$ cat config.mk
export PLATFORM = sky130hd
export DESIGN_NAME = inp_outp
export DESIGN_NICKNAME = d
export VERILOG_FILES = /design/src/rtl/inp_outp.sv
export SDC_FILE = /design/constraint.sdc
export NUM_CORES = 1
export LEC_CHECK = 0
export CORE_MARGIN = 2
export CORE_UTILIZATION = 52
export DETAILED_ROUTE_END_ITERATION = 16
export DONT_BUFFER_PORTS = 1
export PLACE_DENSITY = 0.7
export REMOVE_ABC_BUFFERS = 1
export SYNTH_ARGS = -nofsm -noshare
export SYNTH_HDL_FRONTEND = slang
export SYNTH_SLANG_ARGS = --single-unit
$ cat constraint.sdc
create_clock -name clk -period 1.7 [get_ports clk]
set_clock_uncertainty 0.15 [all_clocks]
set_input_delay 0.51 -clock clk [delete_from_list [all_inputs] [get_ports clk]]
set_output_delay 0.51 -clock clk [all_outputs]
set_load 0.05 [all_outputs]
$ cat src/rtl/inp_outp.sv
// -----------------------------------------------------------------------------
// inp_outp - registered 4-input / 1-output Boolean function cell.
//
// The four control levels a, b, c, d are brought into the clk domain through a
// SYNC_STAGES-deep flop chain. The synchronized index {a,b,c,d} (a is the MSB)
// then selects one bit of TRUTH_TABLE, and that bit is registered onto z. The
// cell also produces one-cycle pulses on z edges and a saturating count of
// z transitions.
//
// Parameters:
//   TRUTH_TABLE  16-bit table; bit i is z for index i = {a,b,c,d}
//   SYNC_STAGES  synchronizer depth per input (0..4; 0 = direct sampling)
//   CNT_W        toggle_count width (1..32)
//
// Ports:
//   clk           system clock, rising-edge active
//   rst_n         asynchronous active-low reset
//   a, b, c, d    function inputs (index bits 3..0)
//   z             registered function result
//   z_rise        one-cycle pulse in the cycle z first reads 1
//   z_fall        one-cycle pulse in the cycle z first reads 0
//   toggle_count  number of z transitions since reset, saturating at all-ones
// -----------------------------------------------------------------------------
module inp_outp #(
   parameter logic [15:0] TRUTH_TABLE = 16'hF888,
   parameter int          SYNC_STAGES = 2,
   parameter int          CNT_W       = 8
) (
   input  logic             clk,
   input  logic             rst_n,
   input  logic             a,
   input  logic             b,
   input  logic             c,
   input  logic             d,
   output logic             z,
   output logic             z_rise,
   output logic             z_fall,
   output logic [CNT_W-1:0] toggle_count
);

   logic [3:0]       idx_s;
   logic             z_next_s;
   logic             changed_s;
   logic             cnt_max_s;

   logic             z_r;
   logic             z_rise_r;
   logic             z_fall_r;
   logic [CNT_W-1:0] toggle_cnt_r;

   generate
      if (SYNC_STAGES == 0) begin : g_no_sync
         // Inputs feed the lookup directly; the z register is the only sampler.
         assign idx_s = {a, b, c, d};
      end else begin : g_sync
         logic [3:0] sync_r [SYNC_STAGES];

         // Synchronizer chain; reset value 0 so index 0 is looked up first.
         always_ff @(posedge clk or negedge rst_n) begin
            if (!rst_n) begin
               for (int i = 0; i < SYNC_STAGES; i++) begin
                  sync_r[i] <= 4'b0000;
               end
            end else begin
               sync_r[0] <= {a, b, c, d};
               for (int i = 1; i < SYNC_STAGES; i++) begin
                  sync_r[i] <= sync_r[i-1];
               end
            end
         end

         assign idx_s = sync_r[SYNC_STAGES-1];
      end
   endgenerate

   // Table lookup plus change / saturation detection for the output register.
   always_comb begin
      z_next_s  = TRUTH_TABLE[idx_s];
      changed_s = z_next_s ^ z_r;
      if (toggle_cnt_r == {CNT_W{1'b1}}) begin
         cnt_max_s = 1'b1;
      end else begin
         cnt_max_s = 1'b0;
      end
   end

   // Output register: z, its edge pulses and the transition counter update
   // together, so the pulses and the count line up with the new z value.
   always_ff @(posedge clk or negedge rst_n) begin
      if (!rst_n) begin
         z_r          <= 1'b0;
         z_rise_r     <= 1'b0;
         z_fall_r     <= 1'b0;
         toggle_cnt_r <= {CNT_W{1'b0}};
      end else begin
         z_r      <= z_next_s;
         z_rise_r <= z_next_s & ~z_r;
         z_fall_r <= ~z_next_s & z_r;
         if (changed_s && !cnt_max_s) begin
            toggle_cnt_r <= toggle_cnt_r + CNT_W'(1);
         end else begin
            toggle_cnt_r <= toggle_cnt_r;
         end
      end
   end

   assign z            = z_r;
   assign z_rise       = z_rise_r;
   assign z_fall       = z_fall_r;
   assign toggle_count = toggle_cnt_r;

endmodule

==> Word level (Yosys, flattened, before mapping) <==
Memories as Yosys holds them, arrays and structs flattened.
Index checks and enable logic that the tools add are counted.
Widths: inputs -> output; s select.
{ "op_classes": {"addsub": 1, "n_lt_le_gt_ge": 1, "eq_ne": 1, "n_mux": 2, "n_bitwise": 5, "reduce_logical": 2} }
{ "ops": {"columns": ["cell", "n"], "rows": [
  ["$add 8x1->8 const B", 1],
  ["$eq 8x8->1 const B", 1],
  ["$lt 4x5->1 const B", 1],
  ["$and 1x1->1", 2],
  ["$mux 1", 2],
  ["$not 1->1", 2],
  ["$logic_and 1x1->1", 1],
  ["$logic_not 1->1", 1],
  ["$xor 1x1->1", 1]
]} }
{ "word_totals": {"regBits": 19, "mem_bits_ro": 16, "input_bits": 6, "output_inout_bits": 11, "elab_cells": 19, "n_memories": 1} }
{ "memory_table": {"columns": ["name", "depth", "width", "rd", "rd_ports_with_merged_regs", "wr", "line_no", "rtl"], "rows": [
  ["(no name shown)", 16, 1, 1, 0, 0, "78", "z_next_s = TRUTH_TABLE[idx_s];"]
]} }

==> Depth between registers and ports, before layout <==
{ "depth": {"word_depth": 4, "ltp_mapped": 7, "mapped_depth_nobuf": 6} }

==> Worst setup path before layout <==
Ideal clock, no wire load.
{ "synth_timing": {"path_kind": "register to register", "startpoint": "register z_r (netlist: z)", "endpoint": "register toggle_cnt_r[6] (netlist: toggle_count[6])", "setup_ns": 0.125, "arrival_time_ns": 1.663, "required_time_ns": 1.425, "path_slack_ns": -0.237, "path_stages_with_launch": 6, "n_path_buf": 0, "synth_period_minus_slack_ns": 1.937, "path_cell_list": "dfrtp_1 > inv_1 > ha_1 > and3b_1 > nand2_1 > mux2_2"} }
{ "synth_via": {"elab_chain_cells": 2} }
{ "synth_lines": {"columns": ["element", "line_no", "rtl"], "rows": [
  ["start, declared", "46", "logic z_r;"],
  ["start signal, assigned", "96", "z_r <= z_next_s;"],
  ["$xor 1x1->1", "79", "changed_s = z_next_s ^ z_r;"],
  ["$logic_and 1x1->1", "99", "if (changed_s && !cnt_max_s) begin"],
  ["end signal, assigned", "94", "toggle_cnt_r <= {CNT_W{1'b0}};"],
  ["end signal, assigned", "100", "toggle_cnt_r <= toggle_cnt_r + CNT_W'(1);"],
  ["end signal, assigned", "102", "toggle_cnt_r <= toggle_cnt_r;"],
  ["end, declared", "49", "logic [CNT_W-1:0] toggle_cnt_r;"]
]} }
Every way passes these cells.
A chain may end at the register's enable or synchronous reset.

==> Final worst setup path <==
{ "layout_timing": {"startpoint": "register g_sync.sync_r, in the netlist idx_s[1]", "endpoint": "register toggle_cnt_r[6] (netlist: toggle_count[6])"} }
{ "layout_via": {"elab_chain_cells": 4} }
{ "layout_lines": {"columns": ["element", "line_no", "rtl"], "rows": [
  ["start, declared", "56", "logic [3:0] sync_r [SYNC_STAGES];"],
  ["start signal, assigned by index", "67", "sync_r[i] <= sync_r[i-1];"],
  ["$mem_v2 16x1", null, null],
  ["$mux 1 (implied by the code)", "78", null],
  ["via z_next_s", "42", "logic z_next_s;"],
  ["$xor 1x1->1", "79", null],
  ["$logic_and 1x1->1", "99", null]
]} }
The timed path passes the listed nets, and every way through them passes these cells. The select of a mux whose other input is x is not followed.

==> metrics.md <==
| Metric | Value |
|---|---|
| Violated checks | negative setup slack |
| Clock root cell | clkbuf_4 |
| Layout area overhead | 29.6% |
| Die boundary width | between 40 and 50 um |
| Drt first pass iters | 4 |
| RSZ-0062 raised after global routing | true |
| Cells after Synth | 52 |
| Yosys cell types | 21 |
| CP Launch Type | register |
| Core box area | roughly 1300 sq um |
| CP Max Fanout | 4 |
| Post-route insts no fill | 87 |
| Sequential area share after synthesis | 65.1% |
| Die height | 41.5 um |
| Routed wire per std cell | 15.5 um |
| Worst-Skew Late Latency | 290 ps |
| Comb pwr share | 46.3% |
| Clock sink count | 19 |
| Depth of the CTS H-tree | 1 |
| Worst Setup Slack, final | -120 ps |
| Cells after DPL | a little under 80 |
| Power share of the clock group | a little over an eighth |
| GPL Wtd Cong | between 0.7 and 0.8 |
| Die footprint | 1720 sq um |
| Yosys top cell area share | 65.1% |
| Max-cap violations | 0 |
| Fin Hold WS | just under 80 ps |
| Layout cells sized above 1 | 52.8% |
| EDFF count, synth | 0 |
| DRC viols | 0 |
| Multi-input logic area | around 280 sq um |
| DR vias | approximately 500 |
| CP Capture Type | register |
| Most frequently used cell type in the post-synthesis netlist | dfrtp_1 |
| Final setup viols | 7 |
| Leading cell types by count after synthesis | dfrtp_1, a21oi_1, a31oi_1, ha_1, inv_1 |
| Cell Area, Synth | 731 sq um |
| Int Pwr | just over 900 uW |
| Worst IR drop on VDD | ~1.2 mV |
| Ys Warns | 0 |
| Initial antenna violation count | 0 |
| Placed Area | 827 sq um |
| FF/Latch Area | 478 sq um |
| Slew margin rel. | 46.2% |
| Setup Slack @ Placement | -231 ps |
| Net Switching | between 700 and 800 uW |
| Gr usage total | about 18% |
| Initial core utilization | 56.2% |
| Leading area contributor after synthesis | dfrtp_1 |
| GRT overflow | 0 |
| Iteration-0 DRC Markers | 4 |
| Sw Ratio | 45.2% |
| PD cells | 1770 nW/um^2 |
| Post-synth ARST share | 100% |
| Largest net degree at the start of global routing | 20 |
| Vias in the first global route | 530 |
| I/O pins | 17 |
| FF+latch count, synth | 19 |
| Total power | 1680 uW |
| Top_reg_cell synth | dfrtp_1 |
| Final #Nets | 82 |
| Critical Path RT | 1730 ps |
| Final Cell Area | approximately 950 sq um |
| Hold Vio Cnt, Final | 0 |
| Syn avg cell area | 14.1 sq um |
| Crit Path Class | register to register |
| Antenna viol nets, final | 0 |
| HP Class | input port to register |
| Period utilisation layout | 107% |
| Final period demand of the worst path | 1820 ps |
| Final HPWL DP | between 900 and 1000 um |
| CTS Buf Count | 3 |
| Flop pwr share | about two fifths |
| Status | finished, violations left |
| # rows | 13 |
| Worst-Margin Slew | 805 ps |
| CTS clk-pin slew, worst paths | 110 ps |
| Leakage | 0.000442 uW |
| Arr. time, crit path | about 1900 ps |
| Filler cell count in the final layout | 88 |
| Final Slew Violations | 0 |
| Vias per cell | approximately 5.7 |
| Max frequency | roughly 550 MHz |
| I/O Buffers | 0 |
| CTS tree | yes |
| DRT Wirelength | around 1400 um |
| Ranking of synthesized cells by area | dfrtp_1, ha_1, a21oi_1, a41oi_4, a31oi_1 |
| Clock Tree Buf Depth | 2 |
| N_diodes | 0 |
| First-pass GRT wire length | 2330 um |
[area by class of cell]
class | count | share of cell area [%]
Inverter | 3 | 1.19
Timing Repair Buffer | 17 | 13.7
Tap cell | 15 | 1.98
Multi-Input combinational cell | 29 | 29.5
Clock inverter | 1 | 0.793
Clock buffer | 3 | 2.38
Sequential cell | 19 | 50.5
[what timing repair did]
item                                    CTS  global route
buffers inserted                          1             4
gates resized for setup                  11             2
endpoints found under the setup margin    9             9
hold buffers                              1             0
hold endpoints to repair                 19             0
pin swaps                                 7             3
[layer usage]
metal  part of all wire [%]  track usage (%)
met1                     36             20.5
met2                     57             30.9
met3                    6.7             5.22
met4                   0.30             7.74
met5                      0                0
[power groups by stage]
stage,clock [uW],sequential (uW),combinational (uW)
finish,226,675,775
global route,262,692,826
CTS,231,675,756
detailed placement,0,680,709
global placement,0,664,685
floorplan,0,969,197
[flip-flops by register name (all words and copies together) (netlist names)]
register	flops
z_fall	1
g_sync.sync_r	4
idx_s	4
z	1
z_rise	1
toggle_count	8
[cell usage in the layout (no fill, tap or decap)]
cell           instances
nand2b_1               1
and4_4                 1
xor2_1                 1
nand2_1                1
a21oi_2                3
nand4_1                1
clkinvlp_4             1
a21boi_0               1
and2_4                 1
dlygate4sd3_1          1
inv_2                  1
a21oi_1                3
inv_1                  2
nor2_1                 1
nand2_2                1
dfrtp_2                2
a22oi_2                1
mux2_4                 2
and3_2                 2
buf_4                 16
a41oi_4                1
clkbuf_4               3
ha_1                   2
and3b_2                1
a31oi_1                3
dfrtp_1               17
ha_4                   1
and4b_2                1
[worst paths after layout]
path | start | to | slack, ps | cells after the start
setup / recovery | idx_s[1] | toggle_count[6] | -120 | 6
hold / removal | c | g_sync.sync_r[5] | 80 | 0
setup reg to reg | idx_s[1] | toggle_count[6] | -120 | 6
hold reg to reg | g_sync.sync_r[6] | idx_s[2] | 230 | 0
max in group asynchronous | rst_n | toggle_count[2] | 270 | 1
min in group asynchronous | rst_n | z_rise | 580 | 1
[per-stage QoR]
| step | TNS [ps] | utilization (%) |
|---|---|---|
| global route | -1130 | 72.8 |
| CTS | -426 | 70.0 |
| finish | -432 | 72.8 |
| floorplan | -1050 | - |
| detailed placement | -1040 | 63.6 |
| global placement | -602 | 63.6 |
[cells by family after synthesis]
| family | count (synthesis) | synth area share [%] |
|---|---|---|
| mux | 2 | 3.60 |
| flops | 19 | 65.1 |
| fa+ha+maj | 3 | 5.14 |
| xor+xnor | 1 | 1.20 |
| buf+inv | 4 | 2.23 |
| compound gates | 12 | 12.5 |
| simple gates | 11 | 10.3 |
[worst max-delay path, stage by stage, from the launching register on]
cell and delay (ps):
dfrtp_1 390, a22oi_2 210, inv_2 70, ha_4 280
and3b_2 230, nand2_2 70, mux2_4 300
(Power assumes the default switching activity.)
